File: src/rtl/mux_pkg.sv
// Shared constants and the select-width helper for the pipelined N-to-1 mux.
package mux_pkg;

  localparam int MUX_DEFAULT_SIZE = 32;

  // Width needed to index n items; never below 1 so a select port always exists.
  function automatic int clog2(input int n);
    int r;
    r = 0;
    for (int i = 0; i < 32; i++) begin
      if ((1 << r) < n) r = r + 1;
    end
    return (r < 1) ? 1 : r;
  endfunction

endpackage

File: src/rtl/mux_nto1_comb.sv
// Combinational N-to-1 channel selector; out-of-range selects fall back to channel 0.
module mux_nto1_comb
  import mux_pkg::*;
#(
  parameter int SIZE = MUX_DEFAULT_SIZE,
  parameter int CHANNELS = 3,
  localparam int SEL_W = clog2(CHANNELS)
) (
  input  logic [CHANNELS*SIZE-1:0] data_i,
  input  logic [SEL_W-1:0]         select_i,
  output logic [SIZE-1:0]          data_o
);

  // Channel 0 is the default, so any select with no matching channel
  // (only possible when CHANNELS is not a power of two) lands there.
  always_comb begin
    data_o = data_i[0 +: SIZE];
    for (int k = 1; k < CHANNELS; k++) begin
      if (int'(select_i) == k) data_o = data_i[k*SIZE +: SIZE];
    end
  end

endmodule

File: src/rtl/mux_n_to_1_pipe.sv
// Registered N-to-1 mux with flush/stall control. Defining MUX_SEL_ERR_EN adds
// the sticky out-of-range select flag sel_err_o.
module mux_n_to_1_pipe
  import mux_pkg::*;
#(
  parameter int SIZE = MUX_DEFAULT_SIZE,
  parameter int CHANNELS = 3,
  localparam int SEL_W = clog2(CHANNELS)
) (
  input  logic                     clk_i,
  input  logic                     rst_i,
  input  logic [CHANNELS*SIZE-1:0] data_i,
  input  logic [SEL_W-1:0]         select_i,
  input  logic                     valid_i,
  input  logic                     stall_i,
  input  logic                     flush_i,
  output logic [SIZE-1:0]          data_o,
  output logic                     valid_o
`ifdef MUX_SEL_ERR_EN
  ,
  output logic                     sel_err_o
`endif
);

  logic [SIZE-1:0] sel_data;

  mux_nto1_comb #(
    .SIZE(SIZE),
    .CHANNELS(CHANNELS)
  ) u_comb (
    .data_i(data_i),
    .select_i(select_i),
    .data_o(sel_data)
  );

  // Handshake: valid_i qualifies the selected word for one cycle and there is no
  // ready; stall_i freezes the output stage, flush_i empties it and wins over stall_i.
  always_ff @(posedge clk_i or negedge rst_i) begin
    if (!rst_i) begin
      data_o  <= '0;
      valid_o <= 1'b0;
    end else if (flush_i) begin
      data_o  <= '0;
      valid_o <= 1'b0;
    end else if (!stall_i) begin
      if (valid_i) data_o <= sel_data;
      valid_o <= valid_i;
    end
  end

`ifdef MUX_SEL_ERR_EN
  logic sel_oor;

  assign sel_oor = (int'(select_i) >= CHANNELS);

  // Sticky until reset; a flush deliberately leaves it set.
  always_ff @(posedge clk_i or negedge rst_i) begin
    if (!rst_i) begin
      sel_err_o <= 1'b0;
    end else if (!flush_i && !stall_i && valid_i && sel_oor) begin
      sel_err_o <= 1'b1;
    end
  end
`endif

endmodule

File: config.mk
export PLATFORM = sky130hd
export DESIGN_NAME = mux_n_to_1_pipe
export DESIGN_NICKNAME = d
export VERILOG_FILES = /design/src/rtl/mux_pkg.sv /design/src/rtl/mux_nto1_comb.sv /design/src/rtl/mux_n_to_1_pipe.sv
export SDC_FILE = /design/constraint.sdc
export NUM_CORES = 1
export LEC_CHECK = 0
export ABC_AREA = 1
export BUFFER_PORTS_ARGS = -buffer_cell sky130_fd_sc_hd__clkbuf_2
export CAP_MARGIN = 40
export CORE_MARGIN = 1
export CORE_UTILIZATION = 35
export CTS_CLUSTER_DIAMETER = 30
export DETAILED_ROUTE_END_ITERATION = 10
export PLACE_DENSITY_LB_ADDON = 0.25
export SETUP_SLACK_MARGIN = 0.02
export SLEW_MARGIN = 25
export SYNTH_ARGS = -nofsm -noshare
export SYNTH_HDL_FRONTEND = slang
export SYNTH_SLANG_ARGS = --single-unit
File: constraint.sdc
create_clock -name clk_i -period 0.8 [get_ports clk_i]
set_input_delay 0.16 -clock clk_i [delete_from_list [all_inputs] [get_ports clk_i]]
set_output_delay 0.16 -clock clk_i [all_outputs]
set_load 0.02 [all_outputs]
# After elaboration in Yosys (flattened, before gate mapping)
# Index checks and enable logic that the tools add are counted.
# classes
mux	7
eq_ne	3
n_reduce_logical	2
# op_table
cell	count
$mux 32	5
$eq 2x2->1 const B	2
$mux 1	2
$ne 2x1->1 const B	1
$reduce_and 2->1	1
$reduce_bool 2->1	1
# word_totals
output_inout_bits	33
register_bits	33
word_cells	14
input_bits	103

# Longest topological paths before layout
# Gate-level depths: netlist (run 1).
# logic_depth
ltp_word	6
ltp_mapped	8
depth_no_buf	6

# Cells and area by module
# Synthesis (run 1) repeated with hierarchy kept, for this count alone.
# hier_totals
hier_cells	396
hier_area_um2	2562.5
# by_module_without_submodules
module	instances	cells_per_inst	area_per_inst_um2	seq_area_each_um2
mux_n_to_1_pipe	1	151	1490.2	825.8
mux_nto1_comb	1	245	1072.3	0.0

# Worst setup path before layout (run 1)
# Ideal clock, no wire load.
# synth_timing
path_type	input to register
startpoint	in select_i[0]
endpoint	reg data_o[12]
required_ns	0.684
slack_ns	-0.106
path_stages	8
t_arrival_ns	0.790
cell_sequence	buf_2 inv_2 nand2_4 buf_4 nor2_1 nor2_1 nand2_1 nand2_1
# synth_via
elab_chain_cells	6
elab_cells_between_ends	7
cone_classes	eq/ne: 2; mux: 5
# synth_lines
element	line_no	text
start: declaration	mux_n_to_1_pipe.sv:13	input logic [SEL_W-1:0] select_i,
$eq 2x2->1	mux_nto1_comb.sv:19	if (int'(select_i) == k) data_o = data_i[k*SIZE +: SIZE];
$mux 32	mux_nto1_comb.sv:19	
$mux 32 *	mux_nto1_comb.sv:19	
$mux 32 *	mux_n_to_1_pipe.sv:46	if (valid_i) data_o <= sel_data;
$mux 32 *	mux_n_to_1_pipe.sv:45	end else if (!stall_i) begin
$mux 32 *	mux_n_to_1_pipe.sv:42	end else if (flush_i) begin
end signal: assignment	mux_n_to_1_pipe.sv:46	
end: declaration	mux_n_to_1_pipe.sv:17	output logic [SIZE-1:0] data_o,
# Mark *: on every way between the ends. The rest lies on a longest branch, timed or not. The select of a mux whose other input is x is not followed.
# A chain may end at the register's enable or synchronous reset.

# Worst setup path after layout (run 1)
# layout_timing
startpoint	reg data_o[17]
endpoint	out data_o[17]
# No word-level cell between the ends.

==> impl_metrics.yaml, run 1 <==
route:
  drt_wl_total_mm: 6.68
  drtIter0Drc: 142
  vias: 2592
  dr.pass1.iters: 4
  wire_per_inst_um: 12.2
  ant_nets: 0
  drc: 0
  route.detailed.vias_per_inst: 4.73
min_path:
  min_path_type: "input port to register"
  min_from: "data_i[21]"
setup_path:
  path_buf_inv: 1
  r2r_end: "data_o[2]"
  crit_path_end: "data_o[17]"
  crit_required_ns: 0.64
  cp_cell_sequence: "buf_6"
  ff2ff_setup_slack_ns: -0.02
  start_kind: "register"
  slowest_delay_ns: 0.41
  crit_path_top_delay_cell: "dfrtp_1"
  end_kind: "primary output"
  r2r_cells: 4
  startpoint: "data_o[17]"
  cp_top_family: "flip-flops"
  crit-reg2reg-launch: "data_o[2]"
  cp.arrival_ns: 0.83
  critical_path_class: "register to primary output"
  cp_max_fo: 2
  worst-path-stages: 1
finish:
  multi_input_area_um2: 1110
  fillCellCount: 522
  fin_util_pct: 61.3
  drive_gt1_share_pct: 38.9
  final_nets: 578
  antenna_cells: 0
  final-seq-area_um2: 826
  area_growth_pct: 66.8
  layout_commonest_cell: "nand2_1"
  layout_common_cells: "nand2_1, clkbuf_2, nand3_1"
logic_synthesis:
  netlist_instances: 321
  syn_nets: 424
  syn_area_um2: 2050
  yosysWarningCount: 0
  synth-seq-area-share_pct: 40.3
  synth_cell_type_count: 11
  postSynthAreaPerCell_um2: 6.38
  ys_ff_latch: 33
grt:
  grt.overflow.total: 0
  grt_max_degree: 34
  grt_pass1_vias: 2364
  track_usage_pct: 21.3
  antenna_found_initial: 0
  grt_first_pass_wirelength_mm: 10.5
floorplan:
  num_rows: 27
  start_util_pct: 36.7
  chipWidth_um: 78.5
  dieArea_um2: 6160
  ios: 136
  chipHeight_um: 78.5
  coreArea_um2: 5570
timing:
  finalMaxSlewViolations: 0
  rsz0062_at_grt: "yes"
  worst_slack_ns: -0.194
  max_freq_ghz: 1.01
  hold_viol: 0
  slew_headroom_pct: 86.0
  tightest_slew_ns: 0.209
  skew_ns: 0
  timing.setup.tns_ns: -5.68
  min_period_over_period_pct: 124
  setup_viol: 34
  hold-worst-slack_ns: 0.168
  min_period_ns: 0.994
cts:
  path_clk_slew_ns: 0.07
  htreeDepth: 2
  cts-root-buf: "clkbuf_8"
  cts_sinks: 33
  max-clock-path-buffers: 2
  clk_latency_ns: 0.28
  cts_buffers: 5
  tritoncts: "yes"
place:
  place_ws_ns: -0.212
  hpwlAfterDp_mm: 4.49
  gp_congestion: 0.809
  port_buffers: 135
power_and_ir_drop:
  p_per_area_nw_per_um2: 1340
  leakagePower_nw: 2.03
  ir_drop_mv: 0.606
outcome:
  status: "finished, violations left"
  violations: "setup timing"
job:
  maxCapViolCount: 0
[cell families after synthesis]
| family | share of synthesized area [%] |
|---|---|
| buf+inv | 6.85 |
| compound gates | 0.428 |
| simple gates | 52.4 |
| flops | 40.3 |
[what timing repair did]
action	CTS	global route
resized for setup	6	98
hold endpoints to repair	33	0
cloned	0	1
endpoints found under the setup margin	33	35
setup buffers	2	15
pin swaps	0	2
hold buffers	1	0
[through the flow]
stage / power (mW) / instance area [um^2] / std cells
after floorplan: 2.44 / 2100 / 321
after global placement: 2.96 / 2920 / 521
after detailed placement: 2.97 / 2920 / 521
after CTS: 4.42 / 3070 / 532
after global routing: 4.85 / 3410 / 548
final: 4.57 / 3410 / 548
[synthesized netlist by cell type]
cell / count / area share (%)
nand2_1: 129 / 24
dfrtp_1: 33 / 40
nand3_1: 66 / 16
buf_2: 16 / 3.9
a21oi_2: 1 / 0.43
buf_4: 6 / 2.2
nand2_4: 1 / 0.55
inv_1: 2 / 0.37
nand2_2: 1 / 0.31
inv_2: 2 / 0.37
nor2_1: 64 / 12
[worst register-to-register path: cells and delay by family, from the launching register on]
kind	cells	cell delay, ns
and+or+nand+nor	2	0.09
DFF	1	0.39
buffers and inverters	2	0.24
[layer usage]
metal / wire, um / part of all wire [%] / up-vias / GRT usage [%]
li1: - / - / 1315 / -
met1: 2900 / 43 / 1151 / 26.4
met2: 3240 / 49 / 120 / 37.0
met3: 473 / 7.1 / 6 / 4.53
met4: 69 / 1.0 / 0 / 6.30
met5: 0 / 0 / - / 0
[sequential cells by signal, summed over array words and instances (netlist names)]
signal and count:
valid_o 1, data_o 32
[cell type report]
| class | instances | area share [%] |
|---|---|---|
| tap | 72 | 2.64 |
| clock buffer | 7 | 2.82 |
| multi-input combinational | 262 | 32.4 |
| clock inverter | 1 | 0.147 |
| timing repair buffer | 169 | 37.3 |
| inverter | 4 | 0.513 |
| sequential | 33 | 24.2 |
[report_power, final]
group          switching [mW]  internal [mW]
Clock                   0.616          0.778
Sequential             0.0701           1.76
Combinational           0.662          0.685
[how the worst min path moves through the flow]
| stage | to | slack [ns] | cells after the start |
|---|---|---|---|
| final | data_o[21] | 0.17 | 5 |
| after global routing | data_o[21] | 0.18 | 5 |
| after CTS | data_o[21] | 0.16 | 5 |
| after detailed placement | data_o[21] | 0.14 | 2 |
| after global placement | data_o[21] | 0.13 | 2 |
| after floorplan | data_o[0] | -0.14 | 0 |
(Power assumes the default switching activity.)
==> run 2: changes to the inputs <==
==> constraint.sdc (replaced) <==
create_clock -name clk_i -period 0.88 [get_ports clk_i]
set_input_delay 0.176 -clock clk_i [delete_from_list [all_inputs] [get_ports clk_i]]
set_output_delay 0.176 -clock clk_i [all_outputs]
set_load 0.02 [all_outputs]
==> impl_metrics.yaml, run 2 (synthesis gave the netlist of run 1 again) <==
timing:
  max_freq_ghz: 0.986
  rsz0062_at_grt: "yes"
  min_period_ns: 1.01
  setup_viol: 33
  min_period_over_period_pct: 115
  worst_slack_ns: -0.134
  skew_ns: 0
  slew_headroom_pct: 85.2
  finalMaxSlewViolations: 0
  tightest_slew_ns: 0.221
  hold_viol: 0
setup_path:
  crit_path_top_delay_cell: "dfrtp_1"
  ff2ff_setup_slack_ns: 0.11
  r2r_end: "valid_o"
  cp.arrival_ns: 0.84
  slowest_delay_ns: 0.42
  critical_path_class: "register to primary output"
  cp_cell_sequence: "buf_6"
  cp_top_family: "flip-flops"
  r2r_cells: 3
  path_buf_inv: 1
  crit-reg2reg-launch: "valid_o"
  crit_required_ns: 0.70
  cp_max_fo: 2
  start_kind: "register"
  end_kind: "primary output"
floorplan:
  start_util_pct: 36.7
  dieArea_um2: 6160
  chipWidth_um: 78.5
  coreArea_um2: 5570
  num_rows: 27
  ios: 136
  chipHeight_um: 78.5
cts:
  cts-root-buf: "clkbuf_8"
  clk_latency_ns: 0.27
  tritoncts: "yes"
  cts_buffers: 5
  max-clock-path-buffers: 2
  path_clk_slew_ns: 0.07
  htreeDepth: 2
  cts_sinks: 33
min_path:
  min_from: "stall_i"
  hold_depth: 3
  min_path_type: "input port to register"
  min_to: "valid_o"
grt:
  grt_first_pass_wirelength_mm: 10.8
  antenna_found_initial: 0
  track_usage_pct: 21.9
  grt_max_degree: 34
  grt.overflow.total: 0
  grt_pass1_vias: 2454
finish:
  stdcell_area_um2: 3330
  antenna_cells: 0
  fin_util_pct: 59.7
  top_regs: "data_o (32), valid_o (1)"
  regMostFlops: "data_o"
  layout_commonest_cell: "nand2_1"
  area_growth_pct: 62.6
  drive_gt1_share_pct: 37.4
  layout_common_cells: "nand2_1, clkbuf_2, nand3_1"
  largest_reg_flops: 32
  final_nets: 573
place:
  place_ws_ns: -0.132
  dpl_cell_area_um2: 2870
  hpwlAfterDp_mm: 4.61
  gp_congestion: 0.803
  port_buffers: 135
route:
  route.detailed.vias_per_inst: 4.70
  drtIter0Drc: 86
  drc: 0
  dr.pass1.iters: 4
  ant_nets: 0
  vias: 2551
  wire_per_inst_um: 11.5
  drt_wl_total_mm: 6.26
outcome:
  violations: "setup timing"
  status: "finished, violations left"
power_and_ir_drop:
  p_per_area_nw_per_um2: 1350
  ir_drop_mv: 0.716
  leakagePower_nw: 1.99
job:
  maxCapViolCount: 0
run 2: repair_timing:
| action | CTS | global route |
|---|---|---|
| hold endpoints to repair | 33 | 0 |
| resized for setup | 12 | 81 |
| setup buffers | 6 | 7 |
| setup endpoints to repair | 33 | 33 |
| hold buffers | 1 | 0 |
run 2: layout make-up:
| type | instances | area (um^2) |
|---|---|---|
| inverter | 4 | 17.5 |
| sequential | 33 | 826 |
| clock buffer | 5 | 68.8 |
| tap | 72 | 90.1 |
| clock inverter | 3 | 65.1 |
| fill | 537 | 2250 |
| timing repair buffer | 164 | 1180 |
| multi-input combinational | 262 | 1080 |
run 2: per-stage QoR:
| step | power (mW) | std cells | hold slack [ns] | TNS (ns) |
|---|---|---|---|---|
| global placement | 2.67 | 521 | 0.150 | -2.74 |
| finish | 4.49 | 543 | 0.155 | -3.52 |
| detailed placement | 2.68 | 521 | 0.153 | -3.62 |
| CTS | 4.42 | 536 | 0.149 | -4.29 |
| floorplan | 2.20 | 321 | -0.120 | 0 |
| global route | 4.75 | 543 | 0.192 | -4.66 |
run 2: report_power, final:
part	switching, mW	internal (mW)	leakage [nW]	total (mW)
combinational	0.575	0.580	1.47	1.16
clock	0.548	1.12	0.0681	1.67
sequential	0.0638	1.60	0.447	1.67
total	1.19	3.31	1.99	4.49
run 2: how the worst max path moves through the flow:
stage | from | endpoint | slack, ns | cells past startpoint
3_5_place_dp | select_i[1] | data_o[1] | -0.13 | 8
4_1_cts | data_o[30] | data_o[30] | -0.15 | 1
6_report | data_o[30] | data_o[30] | -0.13 | 1
5_1_grt | data_o[9] | data_o[9] | -0.17 | 1
2_1_floorplan | select_i[0] | data_o[12] | 0.0001 | 8
3_3_place_gp | select_i[0] | data_o[29] | -0.12 | 8
run 2: worst register-to-register path: cells and delay by family, from the launching register on:
kind                   cells  cell delay, ns
and+or+nand+nor            2            0.13
buffers and inverters      1            0.14
DFF                        1            0.39
run 2: per-layer routing:
| layer | global-route usage, % | share of wire [%] |
|---|---|---|
| met3 | 4.53 | 5.2 |
| met2 | 38.7 | 49 |
| met5 | 0 | 0 |
| met1 | 26.9 | 45 |
| met4 | 5.56 | 0.81 |
